**src/rtl/arb_mux.sv**
```systemverilog
// arb_mux: N-input arbitrated multiplexer with a registered output stage.
// Picks one requesting source per cycle (round-robin or fixed priority),
// registers the winner's data and reports the winning index.
// Optional feature macro: ARB_MUX_LOCK_EN adds in_lock and a lock owner
// so that a source can keep the output for a multi-beat sequence.
module arb_mux #(
  parameter int WIDTH = 32,
  parameter int N     = 4,
  parameter bit RR    = 1'b1,
  localparam int SEL_W = $clog2(N)
) (
  input  logic                 clk,
  input  logic                 rst_n,
  input  logic [N-1:0]         in_valid,
  input  logic [N*WIDTH-1:0]   in_data,
`ifdef ARB_MUX_LOCK_EN
  input  logic [N-1:0]         in_lock,
`endif
  output logic [N-1:0]         in_ready,
  output logic                 out_valid,
  output logic [WIDTH-1:0]     out_data,
  output logic [SEL_W-1:0]     out_sel,
  input  logic                 out_ready
);

  logic               out_valid_q, out_valid_d;
  logic [WIDTH-1:0]   out_data_q, out_data_d;
  logic [SEL_W-1:0]   out_sel_q, out_sel_d;
  logic [SEL_W-1:0]   ptr_q, ptr_d;

  logic [N-1:0]       eligible;
  logic [N-1:0]       grant;
  logic               gnt_any;
  logic [SEL_W-1:0]   gnt_idx;
  logic [WIDTH-1:0]   win_data;
  logic               accept;
  logic               xfer;
  logic               ptr_adv;

  assign accept = !out_valid_q || out_ready;
  assign xfer   = accept && gnt_any && rst_n;

`ifdef ARB_MUX_LOCK_EN
  logic               locked_q, locked_d;
  logic [SEL_W-1:0]   owner_q, owner_d;
  logic [N-1:0]       owner_mask;
  logic               win_lock;

  // One-hot mask of the current lock owner
  always_comb begin
    owner_mask = '0;
    for (int i = 0; i < N; i++) begin
      owner_mask[i] = (owner_q == SEL_W'(i));
    end
  end

  // While locked only the owner competes, even when it is idle
  assign eligible = locked_q ? (in_valid & owner_mask) : in_valid;
  assign win_lock = |(grant & in_lock);
  // The pointer stays put across a locked sequence and moves on its last beat
  assign ptr_adv  = xfer && !win_lock;

  // Lock next state: a locking beat claims ownership, an unlocking beat releases it
  always_comb begin
    locked_d = locked_q;
    owner_d  = owner_q;
    if (xfer) begin
      if (win_lock) begin
        locked_d = 1'b1;
        owner_d  = gnt_idx;
      end else begin
        locked_d = 1'b0;
      end
    end
  end

  // Lock state register
  always_ff @(posedge clk or negedge rst_n) begin
    if (!rst_n) begin
      locked_q <= 1'b0;
      owner_q  <= '0;
    end else begin
      locked_q <= locked_d;
      owner_q  <= owner_d;
    end
  end
`else
  assign eligible = in_valid;
  assign ptr_adv  = xfer;
`endif

  // Grant search: lowest eligible index at or above ptr, else lowest overall.
  // With RR=0 the pointer is pinned at 0, which gives plain fixed priority.
  always_comb begin
    gnt_any = 1'b0;
    gnt_idx = '0;
    for (int i = N - 1; i >= 0; i--) begin
      if (eligible[i]) begin
        gnt_any = 1'b1;
        gnt_idx = SEL_W'(i);
      end
    end
    for (int i = N - 1; i >= 0; i--) begin
      if (eligible[i] && (SEL_W'(i) >= ptr_q)) begin
        gnt_idx = SEL_W'(i);
      end
    end
  end

  // One-hot grant and winning data, selected without variable part-selects
  always_comb begin
    grant    = '0;
    win_data = '0;
    for (int i = 0; i < N; i++) begin
      grant[i] = gnt_any && (gnt_idx == SEL_W'(i));
      if (grant[i]) begin
        win_data = in_data[i*WIDTH +: WIDTH];
      end
    end
  end

  // Ready is pass-through from the sink; nothing is offered while in reset
  assign in_ready = (accept && rst_n) ? grant : '0;

  // Output stage next state: load on transfer, drain when idle, hold on stall
  always_comb begin
    out_valid_d = out_valid_q;
    out_data_d  = out_data_q;
    out_sel_d   = out_sel_q;
    ptr_d       = ptr_q;
    if (accept) begin
      out_valid_d = gnt_any;
      if (gnt_any) begin
        out_data_d = win_data;
        out_sel_d  = gnt_idx;
      end
    end
    if (RR && ptr_adv) begin
      ptr_d = (gnt_idx == SEL_W'(N - 1)) ? '0 : gnt_idx + SEL_W'(1);
    end
  end

  // Output and pointer registers
  always_ff @(posedge clk or negedge rst_n) begin
    if (!rst_n) begin
      out_valid_q <= 1'b0;
      out_data_q  <= '0;
      out_sel_q   <= '0;
      ptr_q       <= '0;
    end else begin
      out_valid_q <= out_valid_d;
      out_data_q  <= out_data_d;
      out_sel_q   <= out_sel_d;
      ptr_q       <= ptr_d;
    end
  end

  assign out_valid = out_valid_q;
  assign out_data  = out_data_q;
  assign out_sel   = out_sel_q;

endmodule

```
**config.mk**
```make
export PLATFORM = sky130hd
export DESIGN_NAME = arb_mux
export DESIGN_NICKNAME = d
export VERILOG_FILES = /design/src/rtl/arb_mux.sv
export SDC_FILE = /design/constraint.sdc
export NUM_CORES = 1
export LEC_CHECK = 0
export CORE_AREA = 4 4 95 97
export DETAILED_ROUTE_END_ITERATION = 7
export DIE_AREA = 0 0 99 101
export PLACE_DENSITY_LB_ADDON = 0.12
export SLEW_MARGIN = 30
export SYNTH_ARGS = -nofsm -noshare
export SYNTH_HDL_FRONTEND = slang
export SYNTH_SLANG_ARGS = --single-unit
```
**constraint.sdc**
```tcl
create_clock -name clk -period 2.6 [get_ports clk]
set_input_delay 0.52 -clock clk [delete_from_list [all_inputs] [get_ports clk]]
set_output_delay 0.52 -clock clk [all_outputs]
set_load 0.05 [all_outputs]
```
==> results by group <==
CTS
  • CTS tree: done
  • CTS HTree Levels: 2
  • Clock Latency Late Sink: 0.29 ns
  • CTS max path bufs: 2
  • CTS buffer count: 5
  • Clk root buf: clkbuf_8
  • Clk pin slew, worst setup/hold paths: 0.07 ns
  • # clock sinks: 37
  • Post-CTS setup buffers: 0

Worst setup path
  • Crit path DAT: 1.92 ns
  • CP required: 2.08 ns
  • CP endpoint kind: output port
  • Worst-path maximum fanout: 6
  • Nature of the critical path startpoint: register
  • Crit path kind: reg2out

Finish
  • Fin nets: 563
  • Final Util: 0.572
  • Most frequent cells in the layout: 164 x clkdlybuf4s50_1, 37 x dfrtp_1, 33 x o21ai_0
  • Share of cells above drive strength 1: 0.203
  • Most common cell after layout, fill and taps aside: clkdlybuf4s50_1
  • Antenna Cells: 0
  • Area delta synth->final: 88.0%

STA
  • Final hold vios: 0
  • Slew Viols, Final: 0
  • Final period util: 0.940
  • Fmax: 409 MHz
  • Setup Skew: 0.00544 ns
  • RSZ-0062 raised after global routing: no
  • Actual slew at the worst max-slew pin: 0.664 ns
  • Setup TNS: 0 ns
  • Minimum clock period: 2.44 ns
  • Relative slew slack: 0.557
  • Final setup fails: 0

Placement
  • DPL Wire Length: 7450 um
  • Placer Congestion: 0.789
  • Count of input and output buffers: 173

Routing
  • DR vias: 2769
  • Routed Antenna Nets: 0
  • Drt pass-1 iters: 4
  • Wire per inst: 18.1 um
  • Iteration-0 DRC Markers: 97
  • Final wirelength: 9570 um
  • Vias per inst: 5.23
  • DR DRC count: 0

Logic synthesis
  • Synth unique cells: 31
  • Yosys warns: 0
  • Largest family of logic cells by synthesized area: compound AO/OA/AOI/OAI gates
  • Post-synthesis compound-gate area fraction: 0.472
  • Syn Std Cell Area: 2470 sq um
  • Synth Area per Inst: 10.4 sq um
  • Adder and majority gate portion of the synthesized area: 0.0202
  • Mapped Cells: 238
  • Register area share after synthesis: 0.374
  • Mapped Nets: 377
  • Mux contribution to synthesized area: 0.00859
  • Yosys reg bits: 37
  • XOR/XNOR share of the synthesized area: 0
  • Simple-gate share of the synthesized area: 0.0586

Power and ir drop
  • Maximum VDD drop: 0.344 mV
  • Flop pwr share: 0.209
  • Logic pwr share: 0.703
  • Sw Pwr: 2270 uW
  • Clock share of power: 0.088
  • P_int: 2420 uW
  • PwrDens: 1010 nW/um^2
  • Switching fraction of total power: 0.484
  • Leak: 0.00179 uW

Hold path
  • Hold WC Path Type: in2async

Floorplan
  • Row cnt: 33
  • DIE WIDTH: 99 um
  • Initial Utilization: 0.304
  • IO Pins: 174
  • Chip height: 101 um
  • Die footprint: 10000 sq um
  • CORE AREA: 8130 sq um

Global routing
  • First-pass GRT wire length: 15100 um
  • Overall global routing resource usage: 0.189
  • Initial antenna violation count: 0
  • Largest net degree at the start of global routing: 38
  • Vias in the first global route: 2988
  • Total grt overflow: 0

Outcome
  • Status: finished, final reports clean

Flow run
  • Max-cap violations: 0
## metal layers
metal  global-route usage  part of all wire  vias to the layer above
li1                     -                 -                     1344
met1                0.224              0.40                     1316
met2                0.340              0.51                       98
met3               0.0471             0.066                       11
met4               0.0515             0.018                        0
met5                    0                 0                        -
## worst paths after layout
kind / slack [ns] / depth (start not counted) / end / startpoint
min in group clk: 0.52 / 2 / out_data[22] / out_data[22]
max in group asynchronous: 1.95 / 2 / out_data[6] / rst_n
max reg2reg: 0.25 / 9 / out_data[14] / ptr_q[1]
max: 0.16 / 7 / in_ready[3] / ptr_q[1]
min: 0.29 / 2 / out_sel[0] / rst_n
min reg2reg: 0.52 / 2 / out_data[22] / out_data[22]
## flip-flops by register name (all words and copies together), names as in the netlist
signal / count
out_data: 32
ptr_q: 2
out_sel: 2
out_valid: 1
## area by class of cell
cell class / instances / area (sq um)
fillers: 739 / 3480
well taps: 105 / 131
multi-input cells: 168 / 1420
flip-flops and latches: 37 / 926
clock buffers: 7 / 86.3
repair buffers: 208 / 2070
inverters: 4 / 15.0
## synth_stat cells
library cell / count / share of area
nand4b_1: 1 / 0.0035
o21a_1: 2 / 0.0061
nor3_1: 2 / 0.0040
a221oi_1: 32 / 0.11
o22ai_1: 32 / 0.081
nand3_1: 2 / 0.0040
dfrtp_1: 37 / 0.37
o31ai_4: 8 / 0.069
mux2_2: 1 / 0.0045
o31ai_1: 5 / 0.015
a21oi_1: 2 / 0.0040
nor4_2: 1 / 0.0051
nand2_1: 1 / 0.0015
nor2b_1: 3 / 0.0076
ha_1: 4 / 0.020
buf_8: 1 / 0.0061
inv_1: 4 / 0.0061
nor2_1: 3 / 0.0045
mux2i_1: 1 / 0.0040
o21ai_0: 34 / 0.069
nand2b_1: 3 / 0.0076
nand3b_1: 1 / 0.0030
clkbuf_1: 24 / 0.036
or2_1: 2 / 0.0051
buf_6: 4 / 0.018
or2_2: 1 / 0.0025
a41o_1: 1 / 0.0040
o31ai_2: 21 / 0.11
o41a_1: 1 / 0.0045
and2_1: 3 / 0.0076
and3_1: 1 / 0.0025
## worst max-delay path, cell delays in order, from the launching register on
cell and delay [ns]:
dfrtp_1 0.46, mux2i_1 0.21, o21ai_1 0.10, nor2_1 0.18, ha_2 0.23, inv_1 0.09
nor3_4 0.19, buf_6 0.18
## stage by stage
step           area, sq um  instances  total power (uW)  hold WS, ns  worst slack, ns
5_1_grt               4650        529              4970        0.346           0.0147
2_1_floorplan         2490        238              2990        0.224           0.0328
6_report              4650        529              4690        0.288            0.156
3_5_place_dp          4550        522              4300        0.500           -0.327
4_1_cts               4650        529              4730        0.313         0.000572
3_3_place_gp          4550        522              4260        0.495           -0.250
## what timing repair did
item                                    4_1_cts  5_1_grt
hold buffers                                  0        0
resized for setup                             9        2
endpoints found under the setup margin        6        7
pin swaps                                     1        0
## power groups by stage
| stage | combinational, uW | clock [uW] | sequential, uW |
|---|---|---|---|
| final | 3290 | 412 | 981 |
| after global routing | 3500 | 446 | 1020 |
| after CTS | 3320 | 423 | 984 |
| after detailed placement | 3310 | 0 | 991 |
| after global placement | 3280 | 0 | 978 |
| after floorplan | 1110 | 0 | 1880 |
## logic make-up after synthesis
kind of cell | count (synthesis)
buf+inv | 33
simple gates | 24
fa+ha+maj | 4
compound gates | 138
mux | 2
flops | 37
(Power assumes the default switching activity.)
